**src/rtl/uart_receiver.sv**
```systemverilog
// uart_receiver: 8N1 serial receiver with a two-flop input synchronizer, mid-bit sampling,
// valid/ready byte output, a one-cycle frame error pulse and a sticky overrun flag.
module uart_receiver #(
    parameter int CLKS_PER_BIT = 5210,
    parameter int CNT_W        = 16
) (
    input  logic       int_clk,
    input  logic       rst_n,
    input  logic       rx,
    output logic [7:0] out_data,
    output logic       out_valid,
    input  logic       out_ready,
    output logic       frame_err,
    output logic       overrun,
    input  logic       ovr_clr,
    output logic       busy
);
    localparam int HALF_BIT = CLKS_PER_BIT / 2;
    localparam logic [CNT_W-1:0] HALF_M1 = CNT_W'(HALF_BIT - 1);
    localparam logic [CNT_W-1:0] BIT_M1  = CNT_W'(CLKS_PER_BIT - 1);

    typedef enum logic [2:0] {IDLE, START, DATA, STOP, WAIT_IDLE} state_t;

    state_t           r_state, w_next;
    logic             r_sync1, r_sync2;
    logic [CNT_W-1:0] r_cnt;
    logic [2:0]       r_bit_idx;
    logic [7:0]       r_shift;
    logic             r_stop_seen, r_stop_val;
    logic             w_rx_s, w_sample, w_deliver, w_ferr, w_accept, w_can_take;

    assign w_rx_s     = r_sync2;
    assign w_accept   = out_valid & out_ready;
    assign w_can_take = ~out_valid | out_ready;
    assign busy       = r_state != IDLE;

    always_ff @(posedge int_clk) begin
        if (!rst_n) r_state <= IDLE;
        else        r_state <= w_next;
    end

    // The stop bit is latched at t_stop; its outcome takes effect one edge later.
    always_comb begin
        w_next    = r_state;
        w_sample  = 1'b0;
        w_deliver = 1'b0;
        w_ferr    = 1'b0;
        case (r_state)
            IDLE:      w_next = w_rx_s ? IDLE : START;
            START: begin
                w_sample = r_cnt == HALF_M1;
                w_next   = w_sample ? (w_rx_s ? IDLE : DATA) : START;
            end
            DATA: begin
                w_sample = r_cnt == BIT_M1;
                w_next   = (w_sample && r_bit_idx == 3'd7) ? STOP : DATA;
            end
            STOP: begin
                w_sample  = ~r_stop_seen && r_cnt == BIT_M1;
                w_deliver = r_stop_seen & r_stop_val;
                w_ferr    = r_stop_seen & ~r_stop_val;
                w_next    = r_stop_seen ? (r_stop_val ? IDLE : WAIT_IDLE) : STOP;
            end
            WAIT_IDLE: w_next = w_rx_s ? IDLE : WAIT_IDLE;
            default:   w_next = IDLE;
        endcase
    end

    always_ff @(posedge int_clk) begin
        if (!rst_n) begin
            r_sync1     <= 1'b1;
            r_sync2     <= 1'b1;
            r_cnt       <= '0;
            r_bit_idx   <= '0;
            r_shift     <= '0;
            r_stop_seen <= 1'b0;
            r_stop_val  <= 1'b0;
            out_data    <= '0;
            out_valid   <= 1'b0;
            frame_err   <= 1'b0;
            overrun     <= 1'b0;
        end else begin
            r_sync1     <= rx;
            r_sync2     <= r_sync1;
            r_cnt       <= (r_state == IDLE || r_state == WAIT_IDLE || w_sample) ? '0 : r_cnt + CNT_W'(1);
            r_stop_seen <= r_state == STOP && w_sample;
            frame_err   <= w_ferr;
            if (r_state == IDLE) r_bit_idx <= '0;
            if (r_state == DATA && w_sample) begin
                r_shift[r_bit_idx] <= w_rx_s;
                r_bit_idx          <= r_bit_idx + 3'd1;
            end
            if (r_state == STOP && w_sample) r_stop_val <= w_rx_s;
            if (w_deliver && w_can_take) begin
                out_data  <= r_shift;
                out_valid <= 1'b1;
            end else if (w_accept) begin
                out_valid <= 1'b0;
            end
            overrun <= (w_deliver & ~w_can_take) | (overrun & ~ovr_clr);
        end
    end
endmodule
```
**config.mk**
```make
export PLATFORM = sky130hd
export DESIGN_NAME = uart_receiver
export DESIGN_NICKNAME = d
export VERILOG_FILES = /design/src/rtl/uart_receiver.sv
export SDC_FILE = /design/constraint.sdc
export NUM_CORES = 1
export LEC_CHECK = 0
export CORE_ASPECT_RATIO = 1.75
export CORE_MARGIN = 1
export CORE_UTILIZATION = 40
export DETAILED_ROUTE_END_ITERATION = 10
export HOLD_SLACK_MARGIN = 0.03
export PLACE_DENSITY = 0.59
export SLEW_MARGIN = 20
export SYNTH_ARGS = -nofsm -noshare
export SYNTH_HDL_FRONTEND = slang
export SYNTH_SLANG_ARGS = --single-unit
```
**constraint.sdc**
```tcl
create_clock -name int_clk -period 4.85 [get_ports int_clk]
set_clock_uncertainty 0.1 [all_clocks]
set_input_delay 0.97 -clock int_clk [delete_from_list [all_inputs] [get_ports int_clk]]
set_output_delay 0.97 -clock int_clk [all_outputs]
set_load 0.1 [all_outputs]
```
Word level (Yosys, flattened, before mapping)
Index checks and enable logic that the tools add are counted.

cells by class
  reductions and logical operators = 14
  mux-type cells = 17
  bitwise operators = 13
  equal/unequal tests = 7
  $add $sub $neg = 2
  $mul = 0
  shift operators = 0
  order comparisons = 2
  div/mod/pow operators = 0

operators by type and width
  cell                                                                                 number
  16-bit by 1-bit adder with 16-bit output, second input constant                      1
  16-bit by 12-bit equality test with 1-bit output, second input constant              1
  16-bit by 13-bit equality test with 1-bit output, second input constant              1
  3-bit two-way mux                                                                    5
  3-bit case mux with 5 select lines                                                   1
  8-bit bitwise mux                                                                    1
  3-bit by 2-bit equality test with 1-bit output, second input constant                2
  3-bit equality test, second input constant                                           2
  1-bit logical AND                                                                    6
  1-bit two-way mux                                                                    6
  1-bit NOT                                                                            6
  1-bit bitwise AND                                                                    5
  3-bit by 4-bit less-than comparator with 1-bit output, second input constant         1
  2-bit two-way mux                                                                    2
  2-bit nonzero test                                                                   2
  3-bit by 1-bit adder with 3-bit output, second input constant                        1
  1-bit demux with 3-bit select                                                        1
  3-bit by 1-bit equality test with 1-bit output, second input constant                1
  3-bit by 1-bit greater-or-equal comparator with 1-bit output, second input constant  1
  3-bit logical NOT                                                                    1
  1-bit case mux with 3 select lines                                                   1
  3-bit nonzero test                                                                   1
  1-bit logical OR                                                                     2
  1-bit bitwise OR                                                                     2
  2 further kinds                                                                      2

storage, ports and cells
  word-level logic and storage cells = 67
  input bits = 5
  output and inout bits = 12
  flip-flop bits (word level) = 45
  memories = 0
  memory bits (writable) = 0
  memory bits (read-only) = 0
  latch bits = 0

Longest topological paths before layout
Gate-level depths: netlist (run 1).

  word-level depth = 5
  mapped depth = 7
  depth with buffers taken out = 6

Worst setup path before layout (run 1)
OpenSTA, ideal clock, no wires.

  path kind = register -> output
  start = register r_state[0]
  end = output busy
  slack = 2461 ps
  buffers on the path = 1
  stages on the path, launching flop included = 3
  data arrival time = 1319 ps
  required time = 3780 ps
  cells stage by stage = dfxtp_1 > buf_2 > or3_1

on the way
  word-level cells in the longest chain between the ends = 1

ends and longest elaborated chain
  item                    line  RTL
  from (decl)             24    state_t r_state, w_next;
  from (signal assigned)  39    else r_state <= w_next;
  3-bit nonzero test      35    assign busy = r_state != IDLE;
  to (decl)               16    output logic busy

No other way between the ends.

Final worst setup path (run 1)
Same ends and word-level chain as after synthesis.

==> metrics, run 1 <==
status complete, but fails checks; failing checks design-rule violations; Clk pwr share 42.3%; post-synthesis adder-cell area fraction approximately 2.9%; vias per cell 5.60; Worst Reg2Reg Path Length in Cells 5; post-CTS setup buffers 0; fmax around 300 MHz; die area 5770 um^2; # hold bufs at CTS 0; RR Startpoint r_cnt[0]$_SDFF_PP0_; clk slew on worst S/H paths approximately 0.080 ns; CTS Buf Count 5; CTS tree done; XOR/XNOR share of the synthesized area 4.81%; period utilisation layout 69.8%; DP HPWL roughly 3200 um; DR pass1 iterations 7; final hold viol count 0; peak supply drop 0.136 mV; antenna cells 0; row cnt 35; Post-synth top cells 45 x dfxtp_1, 21 x nor2_1, 16 x nand2_1, 16 x nor3_1, 14 x a21oi_1; CTS Buffer Depth 2; drt initial violations 63; crit path max-delay cell type clkdlybuf4s50_1; design area 2450 um^2; RSZ-0062 raised after global routing false; syn_nets roughly 250; NumNets Final about 260; die height 99.7 um; io pins 17; initial antenna violation count 0; Critical Path Fanout Max 16; LEAKAGE around 0.82 nW; worst path cell trace or3_1, clkdlybuf4s50_1; Horiz. Die Dim 57.9 um; Layout area overhead 12.1%; Setup crit end kind output port; CP required 3.78 ns; Hold Crit Class reg2reg; Yosys reg bits 45; clk_lat worst skew 0.29 ns; Critical Path Stages 2; Synth async-reset ratio 0%; # fillers 541; total net switching power 0.000135 W; startpoint types flip-flop; cell count after synthesis 243; Primary FF master, synth dfxtp_1; switching portion of total power 19.8%; total grt overflow 0; Avg Inst Size Synth 8.98 um^2; DR vias 1724; post-synthesis simple-gate area fraction 32.1%; first-pass GRT wire length 7430 um; H-tree depth 2; drt total wl 4310 um; WS Path Type reg2out; area after detailed placement 2330 um^2; Top Family by Delay on Critical Path buffers and inverters; Worst setup endpoint busy; top cell type's share of synthesized area about two fifths; power density cells around 280 nW/um^2; DRC violations left 4; Critical path origin r_state[0]$_SDFF_PN0_; Initial Utilization 41.5%; slew margin rel. between 30% and 40%; largest cells by area after synthesis dfxtp_1 41%, mux2i_1 4.6%, nor3_1 3.7%; sequential area share after synthesis between 40% and 50%; share of layout cells above drive strength 1 about 6.7%; cell internal pwr 0.000545 W; Ys Warns 0; mux cell area share after synthesis ~4.6%; routability cong. 0.842; most used standard cell by instance count after synthesis dfxtp_1; Worst-Margin Slew between 0.9 and 1 ns; Comb power frac 2.9%; post-synthesis compound-gate area fraction 9.05%; core area 5260 um^2; Root Buffer clkbuf_8; gr usage total 16.4%; Distinct cells, synth 46; crit-path max cell delay around 1.2 ns; Yosys top cell by area dfxtp_1; Finish-stage setup viols 0; setup slack, reg-to-reg 2.49 ns; Critical path buffers and inverters 1; sequential share of power 54.8%; final worst path period need roughly 3.4 ns; Post-CTS Resized 0; synthesized area 2180 um^2; largest net degree at the start of global routing 24; r2r endpoint r_bit_idx[0]$_SDFFE_PN0P_; Avg WL per Cell 14.0 um; largest family of logic cells by synthesized area simple AND/OR/NAND/NOR gates; Final ANT Viol Nets 0; TNS Setup 0 ns; Critical Path AT 2.32 ns; Hold WS slightly above 0.3 ns; Max Cap Viol 0; vias in the first global route 1623; Slew Limit Fails 0; Post-synth EDFFs 0; Port Buffer Count 16; CTS sink cnt 45
==> sequential cells by signal, summed over array words and instances, names as in the netlist <==
| register | flops |
|---|---|
| frame_err | 1 |
| r_shift | 8 |
| r_cnt | 16 |
| r_state | 3 |
| out_data | 8 |
| out_valid | 1 |
| r_stop_seen | 1 |
| r_sync1 | 1 |
| overrun | 1 |
| r_sync2 | 1 |
| r_stop_val | 1 |
| r_bit_idx | 3 |
==> stage by stage <==
stage | setup WS (ns) | power [W] | instances | util (%)
3_3_place_gp | 1.82 | 0.000401 | 300 | 44.4
6_report | 1.46 | 0.000680 | 308 | 46.6
2_1_floorplan | 2.46 | 0.000395 | 243 | -
4_1_cts | 1.47 | 0.000693 | 308 | 46.6
5_1_grt | 1.38 | 0.000712 | 308 | 46.6
3_5_place_dp | 1.81 | 0.000402 | 300 | 44.4
==> placed cells by master, fill, tap and decap left out, types with 2 or more instances in the layout <==
master	instances
a21oi_1	14
nor3_1	16
ha_1	5
clkbuf_8	6
xnor2_1	8
nand4_1	8
nor2b_1	3
nor4b_1	2
mux2i_1	10
and4b_1	2
and4bb_1	2
nor4bb_1	2
nor4_1	3
xor2_1	4
nand2b_1	5
a31o_2	2
or3_1	10
nand3_1	9
o21ai_0	10
nand2_1	16
nand4_2	2
dfxtp_1	45
and3_1	2
clkdlybuf4s50_1	16
nand3b_1	2
nor2_1	21
inv_1	9
==> worst min path at each step <==
stage	start	slack [ns]	to	cells after the start
5_1_grt	r_sync1$_SDFF_PN1_	0.33	r_sync2$_SDFF_PN1_	1
6_report	r_sync1$_SDFF_PN1_	0.31	r_sync2$_SDFF_PN1_	1
2_1_floorplan	r_sync1$_SDFF_PN1_	0.29	r_sync2$_SDFF_PN1_	1
3_5_place_dp	r_sync1$_SDFF_PN1_	0.29	r_sync2$_SDFF_PN1_	1
4_1_cts	r_sync1$_SDFF_PN1_	0.31	r_sync2$_SDFF_PN1_	1
3_3_place_gp	r_sync1$_SDFF_PN1_	0.29	r_sync2$_SDFF_PN1_	1
==> cells by family (layout without fill, tap and decap cells) <==
group,after synthesis,after routing
AND/OR/NAND/NOR,116,116
flip-flops,45,45
AO/OA/AOI/OAI,32,32
buffers and inverters,23,33
XOR/XNOR,12,12
multiplexers,10,10
adder cells (fa/ha/maj),5,5
==> layout make-up <==
class	count	area, um^2	area share (%)
well taps	55	68.8	2.81
clock inverters	1	30.0	1.23
flip-flops and latches	45	901	36.8
inverters	9	33.8	1.38
repair buffers	16	160	6.54
multi-input cells	175	1170	47.7
clock buffers	7	86.3	3.53
==> worst register-to-register path, cell delays in order, from the launching register on <==
cell     delay, ns
dfxtp_1       0.44
ha_1          0.20
and4_1        0.17
nand4_1       0.54
or4_1         0.68
a21oi_1       0.16
==> power groups by stage <==
stage	Sequential (W)	Combinational [W]	Clock [W]
after floorplan	0.000380	0.0000148	0
after global placement	0.000382	0.0000196	0
after detailed placement	0.000382	0.0000197	0
after CTS	0.000373	0.0000198	0.000300
after global routing	0.000374	0.0000216	0.000317
final	0.000373	0.0000194	0.000288
==> layer usage <==
layer	GRT usage, %	vias up	share of wire, %
li1	-	883	-
met1	17.5	810	41
met2	30.5	27	55
met3	2.73	4	2.1
met4	6.96	0	1.6
met5	0	-	0
(Power assumes the default switching activity.)
==> run 2: changes to the inputs <==
==> constraint.sdc (replaced) <==
create_clock -name int_clk -period 3.26 [get_ports int_clk]
set_clock_uncertainty 0.1 [all_clocks]
set_input_delay 0.652 -clock int_clk [delete_from_list [all_inputs] [get_ports int_clk]]
set_output_delay 0.652 -clock int_clk [all_outputs]
set_load 0.1 [all_outputs]
==> metrics, run 2 (synthesis results as in run 1) <==
Layout area overhead 11.2%; Critical path buffers and inverters 0; post-CTS setup buffers 0; CTS Buf Count 5; Hold Crit Class reg2reg; CP required 3.40 ns; clk slew on worst S/H paths 0.09 ns; placed cell count 301; peak supply drop 0.172 mV; slew margin rel. 53.7%; TNS Setup 0 ns; vias per cell between 5 and 6; DR pass1 iterations 9; Largest regs r_cnt: 16 flops, out_data: 8 flops, r_shift: 8 flops; Setup crit end kind flip-flop; register with the most flip-flops r_cnt; routability cong. between 0.8 and 0.9; clk_lat worst skew around 0.30 ns; WS Path Type reg2reg; fmax 434 MHz; total grt overflow 0; crit path max-delay cell type or4_1; most frequent cells in the layout 45 x dfxtp_1, 21 x nor2_1, 16 x nor3_1, 16 x nand2_1, 14 x a21oi_1; multi-input logic area 1170 um^2; Final Non-Filler Cells 309; share of layout cells above drive strength 1 roughly 12%; DP HPWL ~3200 um; antenna cells 0; # fillers 525; RSZ-0062 raised after global routing false; CTS sink cnt 45; Slew Limit Fails 0; Critical Path AT around 2.5 ns; io pins 17; RR Startpoint r_cnt[0]$_SDFF_PP0_; startpoint types flip-flop; Finish-stage setup viols 0; gr usage total ~17%; Max Cap Viol 0; Hold Startpoint r_sync1$_SDFF_PN1_; Initial Utilization about two fifths; Critical Path Fanout Max 21; largest net degree at the start of global routing 23; crit-path max cell delay 0.68 ns; Worst-Margin Slew a little under 0.7 ns; failing checks design-rule violations; commonest non-fill, non-tap cell in the layout dfxtp_1; core area 5260 um^2; LEAKAGE 0.847 nW; Critical path origin r_cnt[0]$_SDFF_PP0_; power density cells between 400 and 500 nW/um^2; Horiz. Die Dim 57.9 um; worst path cell trace ha_1, and4_1, nand4_1, or4_1, a21oi_1; final worst path period need 2.31 ns; H-tree depth 2; register area 901 um^2; Root Buffer clkbuf_8; DR vias 1740; Top Family by Delay on Critical Path simple AND/OR/NAND/NOR gates; NumNets Final 263; Port Buffer Count 16; Post-CTS Resized 0; period utilisation layout between 70% and 80%; status complete, but fails checks; drt initial violations 63; CTS tree done; CTS Buffer Depth 2; row cnt 35; final hold viol count 0; Largest register FFs 16; Final ANT Viol Nets 0; # hold bufs at CTS 0; initial antenna violation count 0; DRC violations left 3; first-pass GRT wire length 7510 um; vias in the first global route 1665; drt total wl around 4400 um; die height 99.7 um; Avg WL per Cell about 14 um; die area 5770 um^2
## run 2: changes by cell type in the layout (fill, tap and decap cells not counted), sizes merged
| cell | delta |
|---|---|
| buf | +13 |
| clkdlybuf4s50 | -12 |
| clkbuf | -1 |
| clkinvlp | +1 |
## run 2: path summary, 6_finish.rpt
check	endpoint	slack, ns	cells past startpoint
max reg2reg	r_bit_idx[0]$_SDFFE_PN0P_	0.95	5
min	r_sync2$_SDFF_PN1_	0.32	1
max	r_bit_idx[0]$_SDFFE_PN0P_	0.95	5
min reg2reg	r_sync2$_SDFF_PN1_	0.32	1
## run 2: layout make-up
cell class	instances	area share, %
clock buffers	6	3.40
clock inverters	2	1.55
inverters	9	1.39
multi-input cells	175	48.1
flip-flops and latches	45	37.1
well taps	55	2.83
repair buffers	17	5.67
## run 2: report_power, final
group	total [W]	internal [W]	leakage [nW]	switching (W)
Combinational	0.0000299	0.0000109	0.427	0.0000191
Sequential	0.000555	0.000551	0.363	0.00000400
Clock	0.000444	0.000249	0.0574	0.000195
## run 2: through the flow
step | hold slack (ns) | instance area (um^2) | setup WS [ns] | util, % | total power [W]
after floorplan | 0.286 | 2180 | 1.19 | - | 0.000588
final | 0.318 | 2430 | 0.954 | 46.2 | 0.00103
after detailed placement | 0.301 | 2310 | 0.959 | 43.9 | 0.000599
after global routing | 0.355 | 2430 | 0.710 | 46.2 | 0.00107
after global placement | 0.295 | 2310 | 0.970 | 43.9 | 0.000599
after CTS | 0.325 | 2430 | 0.949 | 46.2 | 0.00104
## run 2: per-layer routing
layer | up-vias | global-route usage, % | share of wire (%)
li1 | 881 | - | -
met1 | 823 | 17.8 | 41
met5 | - | 0 | 0
met3 | 9 | 2.47 | 2.1
met2 | 27 | 30.6 | 54
met4 | 0 | 8.61 | 2.4
==> edit 1, RTL diff (config.mk and constraints of run 2) <==
Set the parameter `CLKS_PER_BIT` to 2605 (it was 5210).
--- a/src/rtl/uart_receiver.sv
+++ b/src/rtl/uart_receiver.sv
@@ -3,3 +3,3 @@
 module uart_receiver #(
-    parameter int CLKS_PER_BIT = 5210,
+    parameter int CLKS_PER_BIT = 2605,
     parameter int CNT_W        = 16
Function: same outputs for any inputs over 10 cycles, from zero or initial values and one cycle with rst_n low; that may be too few to reach the edited logic, so the function may still have changed.
==> edit 1 against run 2 <==
- via count down 7.5%
- area after synthesis down 1.0%
- worst setup slack worse by 0.12 ns
- sequential cell count unchanged
- highest routed layer unchanged
- routed wire length down 7.0%
- the run still ends with DRC left
- design area up 0.36%
- hold slack better by 0.0029 ns
- total power down 2.9%
- largest cell class unchanged
- sequential share of layout area down 0.13 points
==> edit 1: results <==
group,metric,value,unit
power_and_ir_drop,ir_worst_vdd,184.1,uV
outcome,violations,"DRC",
global_routing,antenna_found_initial,0,
routing,drt_iter0_markers,26,
synthesis,yosys-top-cells-area,"dfxtp_1 42%, mux2i_1 9.3%, nand2_1 3.8%",
finish,n_antenna_cell,0,
global_routing,grt_pass1_wl,7093,microns
synthesis,synth_seq_area_share,0.4169,
clock_tree,post-cts-setup-buffer-count,0,
synthesis,synth_cell_types,46,
global_routing,grt_max_degree,27,
clock_tree,root_buffer,"clkbuf_8",
synthesis,synth.net_count,233,
global_routing,grt_pass1_vias,1546,
min_path,hold_path_class,"reg2reg",
synthesis,synth-async-reset-ratio,0,
synthesis,yosysWarnings,0,
clock_tree,clock_path_buffers,2,
timing,worst_pin_slew,0.7256,ns
power_and_ir_drop,power.leakage,0.8553,nW
finish,drive_gt1_frac,0.1639,
power_and_ir_drop,internal_power,0.0007869,W
finish,fin_nets,248,
clock_tree,insertion_delay,0.30,ns
place,place_congestion,0.7527,
global_routing,grt_usage,0.1595,
routing,drt_wl_total,4117,microns
critical_path,worst-path-max-fanout,16,
clock_tree,cts_made_buffers,5,
routing,first_pass_iters,7,
synthesis,ys_top_cells_by_count,"45 x dfxtp_1, 22 x nand2_1, 20 x mux2i_1, 14 x nor3_1",
clock_tree,cts.clk_slew.worst_paths,0.08,ns
routing,viasPerCell,5.495,
place,numPortBuffers,16,
outcome,status,"finished, violations left",
clock_tree,htreeDepth,2,
finish,reg_top3,"r_cnt: 16 flops, out_data: 8 flops, r_shift: 8 flops",
place,detailed_place_hpwl,2932,microns
routing,drc,3,
clock_tree,cts_resized,0,
critical_path,crit_arrival,1.67,ns
edit 1: changes by cell type in the layout (fill, tap and decap cells not counted), sizes merged, moves of 4 or more:
cell	change
nor2	-16
a21oi	-12
mux2i	+10
nor2b	+8
nand2	+6
o21ai	-6
inv	-5
or3	-5
nor3	-4
xnor2	-4
xor2	+4
edit 1: final cells by class:
class	count	area, sq um
fill	504	2774
inverter	4	15.01
timing repair buffer	20	160.2
sequential	45	900.9
clock inverter	2	35.03
clock buffer	5	68.82
tap	55	68.82
multi-input combinational	162	1189
edit 1: routing by layer:
| metal | vias up | global-route usage | wire (microns) |
|---|---|---|---|
| met5 | - | 0 | 0 |
| met4 | 0 | 0.07692 | 72 |
| met3 | 5 | 0.02861 | 89 |
| met2 | 19 | 0.2934 | 2220 |
| met1 | 754 | 0.1691 | 1734 |
| li1 | 832 | - | - |
edit 1: worst max-delay path, cell delays in order, from the launching register on:
cell and delay (ns):
dfxtp_1 0.70, or3_1 0.34, buf_4 0.34
edit 1: cell families after synthesis:
group / Yosys count / synth area share
simple gates: 111 / 0.3341
flops: 45 / 0.4169
mux: 20 / 0.09265
buf+inv: 16 / 0.03300
compound gates: 14 / 0.04574
xor+xnor: 12 / 0.04864
fa+ha+maj: 5 / 0.02895
edit 1: through the flow:
stage / util / power, W / cell area [sq um] / setup WS [ns] / std cells
floorplan: - / 0.0005900 / 2161 / 1.087 / 223
global placement: 0.4478 / 0.0006027 / 2333 / 0.9363 / 286
detailed placement: 0.4478 / 0.0006026 / 2333 / 0.9004 / 286
CTS: 0.4677 / 0.001021 / 2437 / 0.8362 / 293
global route: 0.4677 / 0.001044 / 2437 / 0.7507 / 293
finish: 0.4677 / 0.0009995 / 2437 / 0.8383 / 293
edit 1: final timing paths:
| path | end | slack [ns] | from | depth (start not counted) |
|---|---|---|---|---|
| max reg2reg | r_cnt[13] | 1.18 | r_cnt[2] | 5 |
| min reg2reg | r_sync2 | 0.32 | r_sync1 | 1 |
| max | busy | 0.84 | r_state[0] | 2 |
| min | r_sync2 | 0.32 | r_sync1 | 1 |
edit 1: power by group through the flow:
| stage | combinational [W] | sequential (W) | clock (W) |
|---|---|---|---|
| 5_1_grt | 0.0000355 | 0.000557 | 0.000451 |
| 3_3_place_gp | 0.0000332 | 0.000570 | 0 |
| 3_5_place_dp | 0.0000330 | 0.000570 | 0 |
| 2_1_floorplan | 0.0000235 | 0.000566 | 0 |
| 4_1_cts | 0.0000330 | 0.000557 | 0.000431 |
| 6_report | 0.0000326 | 0.000556 | 0.000410 |
==> edit 2, RTL diff (config.mk and constraints of run 2) <==
Made on the original files. Add an input register stage for `rx`; this delays it by one clock. The other inputs are not delayed to match.
--- a/src/rtl/uart_receiver.sv
+++ b/src/rtl/uart_receiver.sv
@@ -22,2 +22,8 @@
     typedef enum logic [2:0] {IDLE, START, DATA, STOP, WAIT_IDLE} state_t;
+
+    logic rx_q;
+
+    always_ff @(posedge int_clk) begin
+        rx_q <= rx;
+    end
 
@@ -82,3 +88,3 @@
         end else begin
-            r_sync1     <= rx;
+            r_sync1     <= rx_q;
             r_sync2     <= r_sync1;
Behaviour: not the same (Yosys sat finds a counterexample within 4 cycles, from zero or initial values and one cycle with rst_n low).
==> edit 2 against run 2 <==
- maximum frequency fell by 4.4%
- total power fell by 9.6%
- design area rose by 1.8%
- global-route usage rose by 0.79 points
- sequential cell count rose by 1
- routed wire length rose by 1.4%
- area after synthesis rose by 2.4%
- combinational power rose by 12%
- worst setup slack got worse by 0.11 ns
- sequential power rose by 3%
- sequential share of layout area rose by 0.15 points
- die area rose by 2.3%
- via count fell by 1.1%
- largest cell class unchanged
- largest power group unchanged
==> edit 2: results <==
group,metric,value,unit
global_routing,grt_pass1_wl,7831,microns
finish,reg_top3,"r_cnt: 16 flops, out_data: 8 flops, r_shift: 8 flops",
critical_path,critPathSlowestCell,"dfxtp_1",
critical_path,rrSetupSlack,1.13,ns
critical_path,ff2ff_path_depth,4,
synthesis,synth_seq_area_share,0.4119,
critical_path,critPathTopFamily,"flip-flops",
global_routing,grt_max_degree,21,
routing,dr_wl_met3,96,microns
finish,multiInputGateArea,1212,sq um
global_routing,grt.met3_usage,0.02311,
routing,viasPerCell,5.325,
power_and_ir_drop,power.leakage,0.9659,nW
finish,drive_gt1_frac,0.1245,
routing,wl_met1,1822,microns
global_routing,grt_use_met1,0.1693,
place,detailed_place_hpwl,3350,microns
synthesis,synth.net_count,250,
routing,route.met2.wl,2460,microns
global_routing,grt_pass1_vias,1694,
routing,drt_iter0_markers,39,
place,place_congestion,0.8158,
global_routing,met2_usage,0.3386,
synthesis,yosys-top-cells-area,"dfxtp_1 41%, mux2i_1 8.1%, nor3_1 4.7%",
outcome,status,"completed",
routing,first_pass_iters,4,
finish,fillers,559,
critical_path,r2r-start,"r_state[0]",
synthesis,ys_top_cells_by_count,"46 x dfxtp_1, 21 x nor3_1, 20 x nand2_1, 18 x mux2i_1, 15 x nor2_1",
finish,fin_nets,259,
critical_path,crit_end,"busy",
critical_path,crit_path_max_incr_delay,0.71,ns
critical_path,worst-path-max-fanout,20,
critical_path,crit_arrival,1.66,ns
[edit 2: area by class of cell]
| type | count | share of cell area |
|---|---|---|
| Multi-Input combinational cell | 172 | 0.4904 |
| Sequential cell | 46 | 0.3725 |
| Timing Repair Buffer | 18 | 0.05870 |
| Tap cell | 74 | 0.03745 |
| Clock buffer | 5 | 0.02783 |
| Inverter | 6 | 0.009109 |
| Clock inverter | 2 | 0.004049 |
[edit 2: metrics by stage]
stage | cells | setup WS (ns) | hold slack (ns) | total power [W]
floorplan | 240 | 1.150 | 0.2863 | 0.0006041
global placement | 316 | 0.9261 | 0.2896 | 0.0006171
detailed placement | 316 | 0.8741 | 0.2930 | 0.0006172
CTS | 323 | 0.8492 | 0.3091 | 0.0009400
global route | 323 | 0.7434 | 0.3341 | 0.0009720
finish | 323 | 0.8480 | 0.3038 | 0.0009313
[edit 2: worst min path at each step]
stage / slack [ns] / from / endpoint
floorplan: 0.29 / rx_q / r_sync1
global placement: 0.29 / r_sync1 / r_sync2
detailed placement: 0.29 / r_sync1 / r_sync2
CTS: 0.31 / r_sync1 / r_sync2
global route: 0.33 / r_sync1 / r_sync2
finish: 0.30 / r_sync1 / r_sync2
[edit 2: power by group]
group          switching (W)  leakage [nW]  internal (W)
sequential        0.00000544         0.371      0.000564
combinational      0.0000223         0.551     0.0000113
clock               0.000184        0.0438      0.000144
total               0.000212         0.966      0.000720
[edit 2: kinds of logic after synthesis]
| group | Yosys count | share of synthesized area |
|---|---|---|
| buffers and inverters | 22 | 0.04589 |
| and+or+nand+nor | 124 | 0.3402 |
| DFF | 46 | 0.4119 |
| muxes | 18 | 0.08058 |
| adders and majority gates | 5 | 0.02798 |
| AOI/OAI and AO/OA | 11 | 0.03861 |
| xor gates and xnor gates | 14 | 0.05484 |
